==> config.mk <==
export PLATFORM = sky130hd
export DESIGN_NAME = sqrt_dispatch
export DESIGN_NICKNAME = d
export VERILOG_FILES = /design/src/rtl/sqrt_dispatch.sv
export SDC_FILE = /design/constraint.sdc
export NUM_CORES = 1
export LEC_CHECK = 0
export ABC_CLOCK_PERIOD_IN_PS = 2200
export BUFFER_PORTS_ARGS = -buffer_cell sky130_fd_sc_hd__buf_2
export CAP_MARGIN = 25
export CORE_MARGIN = 5
export CORE_UTILIZATION = 50
export CTS_CLUSTER_SIZE = 40
export DETAILED_ROUTE_END_ITERATION = 16
export PLACE_DENSITY = 0.73
export SYNTH_ARGS = -nofsm -noshare
export SYNTH_HDL_FRONTEND = slang
export SYNTH_SLANG_ARGS = --single-unit
==> constraint.sdc <==
create_clock -name clk_in -period 2.2 [get_ports clk_in]
set_input_delay 0.11 -clock clk_in [delete_from_list [all_inputs] [get_ports clk_in]]
set_output_delay 0.11 -clock clk_in [all_outputs]
set_load 0.01 [all_outputs]
==> src/rtl/sqrt_dispatch.sv <==
// Dispatcher that feeds a multi-cycle integer square-root core from an operand FIFO
// and collects its results, in order, into a result FIFO, with a watchdog on the core handshake.
module sqrt_dispatch #(
  parameter int DEPTH   = 4,
  parameter int TIMEOUT = 15
) (
  input  logic                     clk_in,
  input  logic                     rst_in,
  input  logic [7:0]               op_in,
  input  logic                     op_valid_in,
  output logic                     op_ready_out,
  output logic [3:0]               res_out,
  output logic                     res_valid_out,
  input  logic                     res_ready_in,
  output logic [7:0]               sqrt_a_out,
  output logic                     sqrt_start_out,
  input  logic                     sqrt_busy_in,
  input  logic [3:0]               sqrt_y_in,
  output logic                     busy_out,
  output logic                     err_out,
  output logic [$clog2(DEPTH):0]   count_out
);

  localparam int AW = $clog2(DEPTH);
  localparam int CW = AW + 1;
  localparam int TW = $clog2(TIMEOUT + 1);
  localparam logic [CW-1:0] DEPTH_C = CW'(DEPTH);
  localparam logic [TW-1:0] TMO_LAST = TW'(TIMEOUT - 1);

  typedef enum logic [1:0] {
    S_IDLE,
    S_ISSUE,
    S_WAIT_ACK,
    S_WAIT_DONE
  } state_t;

  state_t          r_state;
  state_t          w_state_nxt;

  logic [7:0]      r_op_mem [DEPTH];
  logic [AW-1:0]   r_op_wr;
  logic [AW-1:0]   r_op_rd;
  logic [CW-1:0]   r_op_cnt;

  logic [3:0]      r_res_mem [DEPTH];
  logic [AW-1:0]   r_res_wr;
  logic [AW-1:0]   r_res_rd;
  logic [CW-1:0]   r_res_cnt;

  logic [7:0]      r_a;
  logic            r_err;
  logic [TW-1:0]   r_tmo;

  logic            w_op_push;
  logic            w_op_pop;
  logic            w_res_push;
  logic            w_res_pop;
  logic            w_issue_ok;
  logic            w_tmo_hit;
  logic            w_set_err;

  // Ready depends only on registered occupancy, so the dequeue side never reaches it.
  assign op_ready_out  = (r_op_cnt != DEPTH_C);
  assign w_op_push     = op_valid_in && op_ready_out;

  assign res_valid_out = (r_res_cnt != '0);
  assign res_out       = res_valid_out ? r_res_mem[r_res_rd] : 4'd0;
  assign w_res_pop     = res_valid_out && res_ready_in;

  // Issue only when a result slot is guaranteed, so the completion push can never stall.
  assign w_issue_ok    = (r_op_cnt != '0) && !sqrt_busy_in && (r_res_cnt < DEPTH_C);
  assign w_tmo_hit     = (r_tmo == TMO_LAST);

  assign sqrt_a_out     = r_a;
  assign sqrt_start_out = (r_state == S_ISSUE);
  assign err_out        = r_err;
  assign count_out      = r_res_cnt;
  assign busy_out       = (r_op_cnt != '0) || (r_res_cnt != '0) || (r_state != S_IDLE);

  always_comb begin
    w_state_nxt = r_state;
    w_op_pop    = 1'b0;
    w_res_push  = 1'b0;
    w_set_err   = 1'b0;
    case (r_state)
      S_IDLE: begin
        if (w_issue_ok) begin
          w_state_nxt = S_ISSUE;
          w_op_pop    = 1'b1;
        end
      end
      S_ISSUE: begin
        w_state_nxt = S_WAIT_ACK;
      end
      S_WAIT_ACK: begin
        if (sqrt_busy_in) begin
          w_state_nxt = S_WAIT_DONE;
        end else if (w_tmo_hit) begin
          w_state_nxt = S_IDLE;
          w_set_err   = 1'b1;
        end
      end
      S_WAIT_DONE: begin
        if (!sqrt_busy_in) begin
          w_state_nxt = S_IDLE;
          w_res_push  = 1'b1;
        end else if (w_tmo_hit) begin
          w_state_nxt = S_IDLE;
          w_set_err   = 1'b1;
        end
      end
      default: begin
        w_state_nxt = S_IDLE;
      end
    endcase
  end

  always_ff @(posedge clk_in or negedge rst_in) begin
    if (!rst_in) begin
      r_state <= S_IDLE;
      r_a     <= 8'd0;
      r_err   <= 1'b0;
      r_tmo   <= '0;
    end else begin
      r_state <= w_state_nxt;
      if (w_op_pop) begin
        r_a <= r_op_mem[r_op_rd];
      end
      if (w_set_err) begin
        r_err <= 1'b1;
      end
      // Any state change restarts the watchdog, so it times each wait state separately.
      if (w_state_nxt != r_state) begin
        r_tmo <= '0;
      end else if ((r_state == S_WAIT_ACK) || (r_state == S_WAIT_DONE)) begin
        r_tmo <= r_tmo + TW'(1);
      end
    end
  end

  always_ff @(posedge clk_in) begin
    if (w_op_push) begin
      r_op_mem[r_op_wr] <= op_in;
    end
    if (w_res_push) begin
      r_res_mem[r_res_wr] <= sqrt_y_in;
    end
  end

  always_ff @(posedge clk_in or negedge rst_in) begin
    if (!rst_in) begin
      r_op_wr  <= '0;
      r_op_rd  <= '0;
      r_op_cnt <= '0;
    end else begin
      if (w_op_push) begin
        r_op_wr <= r_op_wr + AW'(1);
      end
      if (w_op_pop) begin
        r_op_rd <= r_op_rd + AW'(1);
      end
      case ({w_op_push, w_op_pop})
        2'b10:   r_op_cnt <= r_op_cnt + CW'(1);
        2'b01:   r_op_cnt <= r_op_cnt - CW'(1);
        default: r_op_cnt <= r_op_cnt;
      endcase
    end
  end

  always_ff @(posedge clk_in or negedge rst_in) begin
    if (!rst_in) begin
      r_res_wr  <= '0;
      r_res_rd  <= '0;
      r_res_cnt <= '0;
    end else begin
      if (w_res_push) begin
        r_res_wr <= r_res_wr + AW'(1);
      end
      if (w_res_pop) begin
        r_res_rd <= r_res_rd + AW'(1);
      end
      case ({w_res_push, w_res_pop})
        2'b10:   r_res_cnt <= r_res_cnt + CW'(1);
        2'b01:   r_res_cnt <= r_res_cnt - CW'(1);
        default: r_res_cnt <= r_res_cnt;
      endcase
    end
  end

endmodule

==> results of run 1 <==
[repair_timing]
action / CTS / global route
endpoints found under the hold margin: 77 / 0
gates resized for setup: 0 / 1
buffers inserted: 0 / 1
hold buffers: 13 / 0
setup endpoints to repair: 0 / 1
[layer usage]
layer / vias to the layer above / GRT usage, % / wire (um)
met5: - / 0 / 0
met4: 0 / 5.501 / 102
met3: 10 / 4.298 / 237
met2: 30 / 22.72 / 2617
met1: 882 / 18.29 / 2489
li1: 850 / - / -
[state kept, by name, summed over array words and instances, names as in the netlist]
signal / cells
r_state: 2
r_tmo: 4
r_op_rd: 2
sqrt_a_out: 8
err_out: 1
r_op_cnt: 3
r_op_wr: 2
r_op_mem: 32
r_res_wr: 2
r_res_mem: 16
r_res_rd: 2
count_out: 3
[power by group through the flow]
stage | combinational (uW) | clock, uW | sequential [uW]
floorplan | 1150 | 0 | 2190
global placement | 1580 | 0 | 2240
detailed placement | 1600 | 0 | 2260
CTS | 1630 | 1040 | 2230
global route | 1790 | 1100 | 2280
finish | 1610 | 1010 | 2220
[Yosys cell counts, drive strengths merged, types with 2 or more instances]
cell type and instances:
and2 10, and3 4, buf 4, clkbuf 3
dfrtp 29, edfxtp 48, fa 2, ha 12
inv 18, mux2 10, mux2i 2, mux4 12
nand2 3, nand3 4, nand4 3, nor2 6
o21ai 3, o31ai 2, or3 2, xnor2 8
xor2 6
[kinds of logic (layout without fill, tap and decap cells)]
family / Yosys count / after routing / synth area share (%)
XOR/XNOR: 14 / 14 / 3.732
flip-flops: 77 / 77 / 65.96
buffers and inverters: 25 / 91 / 3.275
adder cells (fa/ha/maj): 14 / 14 / 5.788
AND/OR/NAND/NOR: 37 / 37 / 6.855
AO/OA/AOI/OAI: 10 / 10 / 2.018
multiplexers: 24 / 24 / 12.38
[cell type report]
| type | count | share of cell area, % |
|---|---|---|
| Timing Repair Buffer | 57 | 9.490 |
| Multi-Input combinational cell | 99 | 25.97 |
| Sequential cell | 77 | 55.53 |
| Clock buffer | 9 | 3.174 |
| Tap cell | 77 | 2.469 |
| Clock inverter | 7 | 1.635 |
| Inverter | 18 | 1.731 |
[worst max-delay path: cells and delay by family, from the launching register on]
family | cells | cell delay, ps
simple gates | 3 | 690
xor+xnor | 2 | 300
fa+ha+maj | 2 | 550
flops | 1 | 390
buf+inv | 2 | 110
[worst paths after layout]
path | from | endpoint | slack, ps
max reg2reg | r_op_cnt[0]$_DFFE_PN0P_ | r_op_cnt[2]$_DFFE_PN0P_ | 90
max | r_op_cnt[0]$_DFFE_PN0P_ | r_op_cnt[2]$_DFFE_PN0P_ | 90
min reg2reg | err_out$_DFFE_PN0P_ | err_out$_DFFE_PN0P_ | 490
min in group asynchronous | rst_in | r_tmo[2]$_DFFE_PN0P_ | 320
min | res_ready_in | r_res_rd[1]$_DFFE_PN0P_ | 30
max in group asynchronous | rst_in | r_op_wr[1]$_DFFE_PN0P_ | 1440
[metrics by stage]
step	area, um2	hold WS (ps)	total power (uW)	std cells	util, %
after floorplan	3286	-185.6	3347	201	-
after global routing	3902	36.96	5169	344	61.11
after CTS	3892	27.27	4901	343	60.95
after global placement	3575	183.6	3821	314	55.98
after detailed placement	3575	197.8	3865	314	55.98
final	3902	34.99	4845	344	61.11
==> key figures, run 1 <==
Placed design
  • Routability cong.: 0.7608
  • Post-DP HPWL: 3707 um
  • Port bufs: 36
  • Pre-CTS WS: 85.94 ps

Power and ir drop
  • Power Dens Cells: 1242 nW/um2
  • Flop pwr share: 45.9%
  • Comb power frac: 33.3%
  • Clock power frac: 20.8%
  • Worst VDD drop: 0.6835 mV
  • Switching part of the total: 33.36%
  • Switching pwr: 1616 uW
  • P_int: 3229 uW
  • Static leakage: 0.001588 uW

Synth
  • Yosys top cell area share: 43.87%
  • Top_reg_cell synth: edfxtp_1
  • Yosys warns: 0
  • EDFF count, synth: 48
  • Post-synthesis area per instance: 16.35 um2
  • Count of state elements after synthesis: 77
  • Synth top area cells: edfxtp_1 (44%), dfrtp_1 (22%), mux4_2 (8.2%)
  • Syn nets: 232
  • Synth area leader: edfxtp_1
  • Syn Std Cell Area: 3286 um2
  • Sequential fraction of the synthesis area: 65.96%
  • Asr flop ratio synth: 37.66%
  • Cells after Synth: 201
  • Synth unique cells: 38

Setup path
  • Critical path's slowest cell: or3b_4
  • Critical Path RT: 2470 ps
  • Crit path DAT: 2370 ps
  • R2R depth: 9
  • Crit path max fanout: 3
  • Startpoint types: flip-flop
  • Crit end category: flip-flop
  • Kind of critical path: reg2reg
  • CP cell instances: or3b_4 -> and2_4 -> inv_1 -> ha_2 -> inv_1 -> fa_1 -> xor2_1 -> nor2_1 -> xor2_1
  • Delay of the slowest cell on the worst path: 400 ps

Global route
  • Vias in the first global route: 1825
  • Largest net degree at the start of global routing: 30
  • Initial antenna violation count: 0
  • Total congestion overflow: 0
  • First-pass GRT wire length: 9128 um
  • Total Routing Usage GR: 14.21%

Cells and area
  • Multi-input gate area: 1013 um2
  • Most frequent cells in the layout: edfxtp_1 (48), buf_2 (36), dfrtp_1 (29)
  • Layout cells sized above 1: 32.58%
  • Antenna diodes: 0
  • FF+latch area: 2167 um2
  • Commonest non-fill, non-tap cell in the layout: edfxtp_1
  • Layout area overhead: 18.77%
  • Nets: 293
  • FILL cells: 503

Clocking
  • Num Clock Sinks: 77
  • TritonCTS clock tree: built
  • Worst-Skew Late Latency: 350 ps
  • Total CTS buffers: 9
  • Clock-pin slew on the worst setup and hold paths: 80 ps
  • CTS root buffer: clkbuf_8
  • Htree depth: 3
  • Max clock buf depth: 2

STA
  • Max transition margin: 55.72%
  • Max Fclk: 474.8 MHz
  • Setup-failing EPs final: 0
  • RSZ-0062 raised after global routing: false
  • Crit share post-route: 95.73%
  • Final hold vios: 0
  • Post-Route Setup TNS: 0 ps
  • Slew Viols, Final: 0
  • Setup Skew: 15.34 ps
  • Tmin final: 2106 ps
  • Worst-margin pin slew: 664.2 ps
  • Setup WS post-layout: 94.00 ps

Die
  • Core area: 6386 um2
  • Die area: 8293 um2
  • Row Count: 29
  • Die width: 91.07 um
  • Die Ht: 91.07 um
  • Initial core utilization: 51.45%
  • I/O pin cnt: 37

Drt
  • Drt first pass iters: 4
  • WL/cell: 15.83 um
  • Vias per Instance: 5.151
  • DR vias: 1772
  • 1st-iter DRT viols: 80
  • DR DRC count: 0
  • WL final: 5445 um
  • Post-DRT Antenna Nets: 0

Outcome
  • Status: finished clean

Job
  • Max-cap violations: 0

Min path
  • Cells on Worst Hold Path: 3
  • Hold Path Class: in2reg
(Power assumes the default switching activity.)
==> inputs of run 2 (changes only) <==
--- a/config.mk
+++ b/config.mk
@@ -12,7 +12,8 @@
 export CORE_UTILIZATION = 50
 export CTS_CLUSTER_SIZE = 40
 export DETAILED_ROUTE_END_ITERATION = 16
-export PLACE_DENSITY = 0.73
+export PLACE_DENSITY_LB_ADDON = 0.12
+export REMOVE_ABC_BUFFERS = 1
 export SYNTH_ARGS = -nofsm -noshare
 export SYNTH_HDL_FRONTEND = slang
 export SYNTH_SLANG_ARGS = --single-unit
==> run 2 against run 1 <==
  * Critical path depth did not move
  * Cell count rose by 0.29%
  * Register-to-register slack barely moved
  * First-iteration DRC count fell by 69%
  * Critical path type unchanged
  * Critical endpoint unchanged
  * Largest cell class unchanged
==> key figures, run 2 (same netlist as run 1, synthesis figures left out) <==
Cells and area
  • Nets: 294 (was 293)
  • Layout cells sized above 1: 33.21% (was 32.58%)
  • Commonest non-fill, non-tap cell in the layout: edfxtp_1 (unchanged)
  • Antenna diodes: 0 (unchanged)
  • Layout area overhead: 19.08% (was 18.77%)
  • Final Instance Area: 3913 um2 (was 3902 um2)
  • Number of flip-flops in the largest register: 32 (unchanged)
  • Most frequent cells in the layout: edfxtp_1 (48), buf_2 (36), dfrtp_1 (29) (unchanged)
  • Largest register by flop count: r_op_mem (unchanged)

Drt
  • Drt first pass iters: 4 (unchanged)
  • Vias per Instance: 5.136 (was 5.151)
  • WL/cell: 15.76 um (was 15.83 um)
  • DR vias: 1772 (unchanged)
  • DR DRC count: 0 (unchanged)
  • WL final: 5437 um (was 5445 um)
  • Post-DRT Antenna Nets: 0 (unchanged)
  • 1st-iter DRT viols: 25 (was 80)

Outcome
  • Status: finished clean (unchanged)

Power and ir drop
  • Comb power frac: 33.3% (about the same)
  • P_int: 3239 uW (was 3229 uW)
  • Flop pwr share: 46.0% (was 45.9%)
  • Switching pwr: 1602 uW (was 1616 uW)
  • Static leakage: 0.001592 uW (was 0.001588 uW)
  • Power Dens Cells: 1237 nW/um2 (was 1242 nW/um2)
  • Clock power frac: 20.7% (was 20.8%)
  • Worst VDD drop: 0.6575 mV (was 0.6835 mV)
  • Switching part of the total: 33.09% (was 33.36%)

Global route
  • Total congestion overflow: 0 (unchanged)
  • Vias in the first global route: 1927 (was 1825)
  • Largest net degree at the start of global routing: 30 (unchanged)
  • First-pass GRT wire length: 9273 um (was 9128 um)
  • Total Routing Usage GR: 14.35% (was 14.21%)
  • Initial antenna violation count: 0 (unchanged)

Setup path
  • Critical Path RT: 2470 ps (about the same)
  • R2R depth: 9 (unchanged)
  • Startpoint types: flip-flop (unchanged)
  • Kind of critical path: reg2reg (unchanged)
  • Crit end category: flip-flop (unchanged)
  • Crit path DAT: 2380 ps (was 2370 ps)
  • Crit path max fanout: 4 (was 3)

Die
  • Core area: 6386 um2 (unchanged)
  • Die width: 91.07 um (unchanged)
  • Initial core utilization: 51.45% (unchanged)
  • Die Ht: 91.07 um (unchanged)
  • Die area: 8293 um2 (unchanged)
  • Row Count: 29 (unchanged)
  • I/O pin cnt: 37 (unchanged)

STA
  • Setup-failing EPs final: 0 (unchanged)
  • Max Fclk: 474.1 MHz (was 474.8 MHz)
  • Final hold vios: 0 (unchanged)
  • Crit share post-route: 95.87% (was 95.73%)
  • Post-Route Setup TNS: 0 ps (unchanged)
  • Max transition margin: 52.86% (was 55.72%)
  • Worst-margin pin slew: 707.2 ps (was 664.2 ps)
  • Tmin final: 2109 ps (was 2106 ps)
  • Setup Skew: 11.08 ps (was 15.34 ps)
  • Slew Viols, Final: 0 (unchanged)

Placed design
  • Post-DP Area: 3567 um2 (was 3575 um2)
  • Routability cong.: 0.7064 (was 0.7608)
  • Post-DP HPWL: 3702 um (was 3707 um)
  • Port bufs: 36 (unchanged)

Clocking
  • Max clock buf depth: 2 (unchanged)
  • Htree depth: 3 (unchanged)
  • CTS root buffer: clkbuf_8 (unchanged)
  • Clock-pin slew on the worst setup and hold paths: 80 ps (about the same)
  • TritonCTS clock tree: built (unchanged)
  • Total CTS buffers: 9 (unchanged)
  • Worst-Skew Late Latency: 350 ps (about the same)
  • Num Clock Sinks: 77 (unchanged)

Job
  • Max-cap violations: 0 (unchanged)

Min path
  • Hold Path Class: in2reg (unchanged)
  • Cells on Worst Hold Path: 3 (unchanged)
## run 2: cell count changes in the layout (fill, tap and decap cells not counted), sizes merged
cell and change:
inv +1, clkinv -1, buf +1
## run 2: metrics by stage
step	total power, uW	cells	hold slack (ps)	util [%]	setup WS [ps]
global placement	3810	313	200.9	55.86	113.6
global route	5211	345	40.79	61.27	-31.43
CTS	4868	342	12.70	60.83	34.87
floorplan	3299	194	-185.6	-	107.3
detailed placement	3843	313	196.8	55.86	52.64
finish	4840	345	29.12	61.27	90.80
## run 2: cell type report
class                      count  area (um2)
clock buffer                   9       123.9
clock inverter                 7       63.81
fill                         495        2474
inverter                      18       67.56
multi-input combinational     99        1016
sequential                    77        2167
tap                           77       96.34
timing repair buffer          58       377.9
## run 2: power groups by stage
stage | clock network, uW | registers (uW) | logic (uW)
2_1_floorplan | 0 | 2280 | 1010
3_3_place_gp | 0 | 2260 | 1550
3_5_place_dp | 0 | 2270 | 1580
4_1_cts | 1030 | 2240 | 1600
5_1_grt | 1120 | 2280 | 1820
6_report | 1000 | 2230 | 1610
## run 2: path summary, 6_finish.rpt
path	from	slack (ps)	to
setup / recovery	r_op_cnt[2]$_DFFE_PN0P_	90	r_op_cnt[2]$_DFFE_PN0P_
hold / removal	res_ready_in	30	r_res_rd[1]$_DFFE_PN0P_
setup reg to reg	r_op_cnt[2]$_DFFE_PN0P_	90	r_op_cnt[2]$_DFFE_PN0P_
hold reg to reg	err_out$_DFFE_PN0P_	480	err_out$_DFFE_PN0P_
max in group asynchronous	rst_in	1400	err_out$_DFFE_PN0P_
min in group asynchronous	rst_in	340	sqrt_a_out[1]$_DFFE_PN0P_
## run 2: worst max-delay path, stage by stage, from the launching register on
cell and delay (ps):
dfrtp_1 390, or3b_4 400, and2_4 180, inv_1 70, ha_2 190, inv_1 60
fa_2 330, xor2_1 140, nor2_1 130, xor2_1 150
## run 2: timing repair
action	CTS	global route
setup endpoints to repair	0	1
hold buffers	13	0
buffers inserted	0	3
hold endpoints to repair	77	0
gates resized for setup	0	2
## run 2: per-layer routing
| metal | vias to the layer above | GRT usage [%] | share of wire [%] |
|---|---|---|---|
| met5 | - | 0 | 0 |
| met4 | 0 | 6.968 | 2.3 |
| met3 | 11 | 3.306 | 4.6 |
| met2 | 47 | 23.26 | 50 |
| met1 | 865 | 18.25 | 43 |
| li1 | 849 | - | - |
==> inputs of run 3 (changes only) <==
--- a/config.mk
+++ b/config.mk
@@ -13,7 +13,6 @@
 export CTS_CLUSTER_SIZE = 40
 export DETAILED_ROUTE_END_ITERATION = 16
 export PLACE_DENSITY_LB_ADDON = 0.12
-export REMOVE_ABC_BUFFERS = 1
 export SYNTH_ARGS = -nofsm -noshare
 export SYNTH_HDL_FRONTEND = slang
 export SYNTH_SLANG_ARGS = --single-unit
==> run 3 against run 2 <==
  * Non-clock buffer count is 1 lower
  * Global-route usage shrank 0.43 points
  * Largest cell class unchanged
  * Worst hold slack better by 12 ps
  * Cell count decreased by 0.29%
  * Clock power is essentially flat
  * Fmax increased by 2.7%
  * Sequential cell count unchanged
  * Sequential share of layout area rose by 0.089 points
  * Sequential power about the same
  * Via count fell by 2.0%
==> key figures, run 3 (same netlist as run 1, synthesis figures left out) <==
STA
  • RSZ-0062 raised after global routing: false
  • Setup Skew: 11.55 ps (was 11.08 ps)
  • Setup-failing EPs final: 0 (unchanged)
  • Crit share post-route: 93.37% (was 95.87%)
  • Max Fclk: 486.8 MHz (was 474.1 MHz)
  • Max transition margin: 51.72% (was 52.86%)
  • Setup WS post-layout: 145.8 ps (was 90.80 ps)
  • Tmin final: 2054 ps (was 2109 ps)
  • Slew Viols, Final: 0 (unchanged)
  • Worst-margin pin slew: 724.2 ps (was 707.2 ps)
  • Final hold vios: 0 (unchanged)
  • Post-Route Setup TNS: 0 ps (unchanged)

Outcome
  • Status: finished clean (unchanged)

Drt
  • Vias per Instance: 5.049 (was 5.136)
  • 1st-iter DRT viols: 59 (was 25)
  • DR DRC count: 0 (unchanged)
  • WL/cell: 15.58 um (was 15.76 um)
  • Drt first pass iters: 4 (unchanged)
  • WL final: 5361 um (was 5437 um)
  • Post-DRT Antenna Nets: 0 (unchanged)
  • DR vias: 1737 (was 1772)

Setup path
  • Critical path's slowest cell: or3b_4 (unchanged)
  • Crit path DAT: 2320 ps (was 2380 ps)
  • Kind of critical path: reg2reg (unchanged)
  • Crit end category: flip-flop (unchanged)
  • Reg2Reg Setup Slack: 150 ps (was 90 ps)
  • Critical Path RT: 2470 ps (about the same)
  • Worst Path Buf+Inv: 2 (unchanged)
  • Startpoint types: flip-flop (unchanged)
  • Delay of the slowest cell on the worst path: 410 ps (was 400 ps)
  • Crit path max fanout: 3 (was 4)
  • Crit path top cell by count: xor2_1
  • Delay-heaviest family, CP: simple AND/OR/NAND/NOR gates (unchanged)
  • CP cell instances: or3b_4 -> and2_4 -> inv_2 -> ha_4 -> inv_1 -> fa_1 -> xor2_1 -> nor2_1 -> xor2_1 (was or3b_4 -> and2_4 -> inv_1 -> ha_2 -> inv_1 -> fa_2 -> xor2_1 -> nor2_1 -> xor2_1)

Placed design
  • Routability cong.: 0.6875 (was 0.7064)
  • Port bufs: 36 (unchanged)
  • Pre-CTS WS: 76.84 ps (was 52.64 ps)
  • Post-DP HPWL: 3632 um (was 3702 um)
  • Cells after DPL: 314 (was 313)

Global route
  • Total Routing Usage GR: 13.92% (was 14.35%)
  • Total congestion overflow: 0 (unchanged)
  • Initial antenna violation count: 0 (unchanged)
  • First-pass GRT wire length: 8983 um (was 9273 um)
  • Vias in the first global route: 1842 (was 1927)
  • Largest net degree at the start of global routing: 30 (unchanged)

Cells and area
  • Number of flip-flops in the largest register: 32 (unchanged)
  • Nets: 293 (was 294)
  • FILL cells: 483 (was 495)
  • Antenna diodes: 0 (unchanged)
  • Layout area overhead: 18.89% (was 19.08%)
  • Post-route insts no fill: 344 (was 345)
  • FF+latch area: 2167 um2 (unchanged)
  • Commonest non-fill, non-tap cell in the layout: edfxtp_1 (unchanged)
  • Most frequent cells in the layout: edfxtp_1 (48), buf_2 (36), dfrtp_1 (29) (unchanged)
  • Layout cells sized above 1: 32.58% (was 33.21%)
  • Final core utilization: 61.17% (was 61.27%)
  • Largest register by flop count: r_op_mem (unchanged)
  • Multi-input gate area: 1023 um2 (was 1016 um2)

Power and ir drop
  • Switching part of the total: 32.90% (was 33.09%)
  • P_int: 3233 uW (was 3239 uW)
  • Worst VDD drop: 0.6192 mV (was 0.6575 mV)
  • Clock power frac: 20.4% (was 20.7%)
  • Switching pwr: 1585 uW (was 1602 uW)
  • Power Dens Cells: 1233 nW/um2 (was 1237 nW/um2)
  • Power, Total: 4818 uW (was 4840 uW)
  • Comb power frac: 33.6% (was 33.3%)
  • Static leakage: 0.001587 uW (was 0.001592 uW)
  • Flop pwr share: 46.0% (about the same)

Clocking
  • Max clock buf depth: 2 (unchanged)
  • TritonCTS clock tree: built (unchanged)
  • Num Clock Sinks: 77 (unchanged)
  • Worst-Skew Late Latency: 350 ps (about the same)
  • Clock-pin slew on the worst setup and hold paths: 80 ps (about the same)
  • Total CTS buffers: 9 (unchanged)
  • Htree depth: 3 (unchanged)
  • CTS root buffer: clkbuf_8 (unchanged)

Die
  • Initial core utilization: 51.45% (unchanged)
  • Die Ht: 91.07 um (unchanged)
  • Row Count: 29 (unchanged)
  • Die area: 8293 um2 (unchanged)
  • Die width: 91.07 um (unchanged)
  • I/O pin cnt: 37 (unchanged)
  • Core area: 6386 um2 (unchanged)

Job
  • Max-cap violations: 0 (unchanged)

Min path
  • Hold Path Class: in2reg (unchanged)
## run 3: per-stage QoR
step           hold slack, ps  area [um2]
6_report                40.72        3906
5_1_grt                 62.20        3906
4_1_cts                 39.81        3886
3_5_place_dp            202.7        3575
3_3_place_gp            212.8        3575
2_1_floorplan          -185.6        3286
## run 3: power groups by stage
stage	clock network, uW	registers (uW)	logic [uW]
5_1_grt	1070	2270	1820
3_5_place_dp	0	2260	1600
3_3_place_gp	0	2250	1580
4_1_cts	1000	2230	1630
2_1_floorplan	0	2190	1150
6_report	981	2220	1620
## run 3: final cells by class
class,instances,share of cell area [%]
repair buffers,57,9.481
clock buffers,10,3.267
flip-flops and latches,77,55.48
inverters,18,1.730
clock inverters,6,1.377
multi-input cells,99,26.20
well taps,77,2.466
## run 3: final timing paths
| check | cells after the start | end | start |
|---|---|---|---|
| worst min-delay path | 3 | r_res_rd[1]$_DFFE_PN0P_ | res_ready_in |
| worst max register to register | 9 | r_op_cnt[2]$_DFFE_PN0P_ | r_op_cnt[0]$_DFFE_PN0P_ |
| min in group asynchronous | 2 | sqrt_a_out[1]$_DFFE_PN0P_ | rst_in |
| worst min register to register | 1 | err_out$_DFFE_PN0P_ | err_out$_DFFE_PN0P_ |
| max in group asynchronous | 2 | r_res_rd[0]$_DFFE_PN0P_ | rst_in |
| worst max-delay path | 9 | r_op_cnt[2]$_DFFE_PN0P_ | r_op_cnt[0]$_DFFE_PN0P_ |
## run 3: routing by layer
layer | GRT usage [%] | up-vias | part of all wire [%]
met5 | 0 | - | 0
met4 | 6.235 | 0 | 1.8
met3 | 4.463 | 8 | 4.1
met2 | 22.30 | 34 | 49
met1 | 17.34 | 843 | 45
li1 | - | 852 | -
## run 3: what timing repair did
item,CTS,global route
resized for setup,0,3
hold buffers,13,0
hold endpoints to repair,77,0
endpoints found under the setup margin,0,2
setup buffers,0,1
## run 3: worst reg2reg max path, stage by stage, from the launching register on
cell and delay, ps:
dfrtp_1 380, or3b_4 410, and2_4 190, inv_2 60, ha_4 130, inv_1 40, fa_1 370, xor2_1 150
nor2_1 120, xor2_1 140
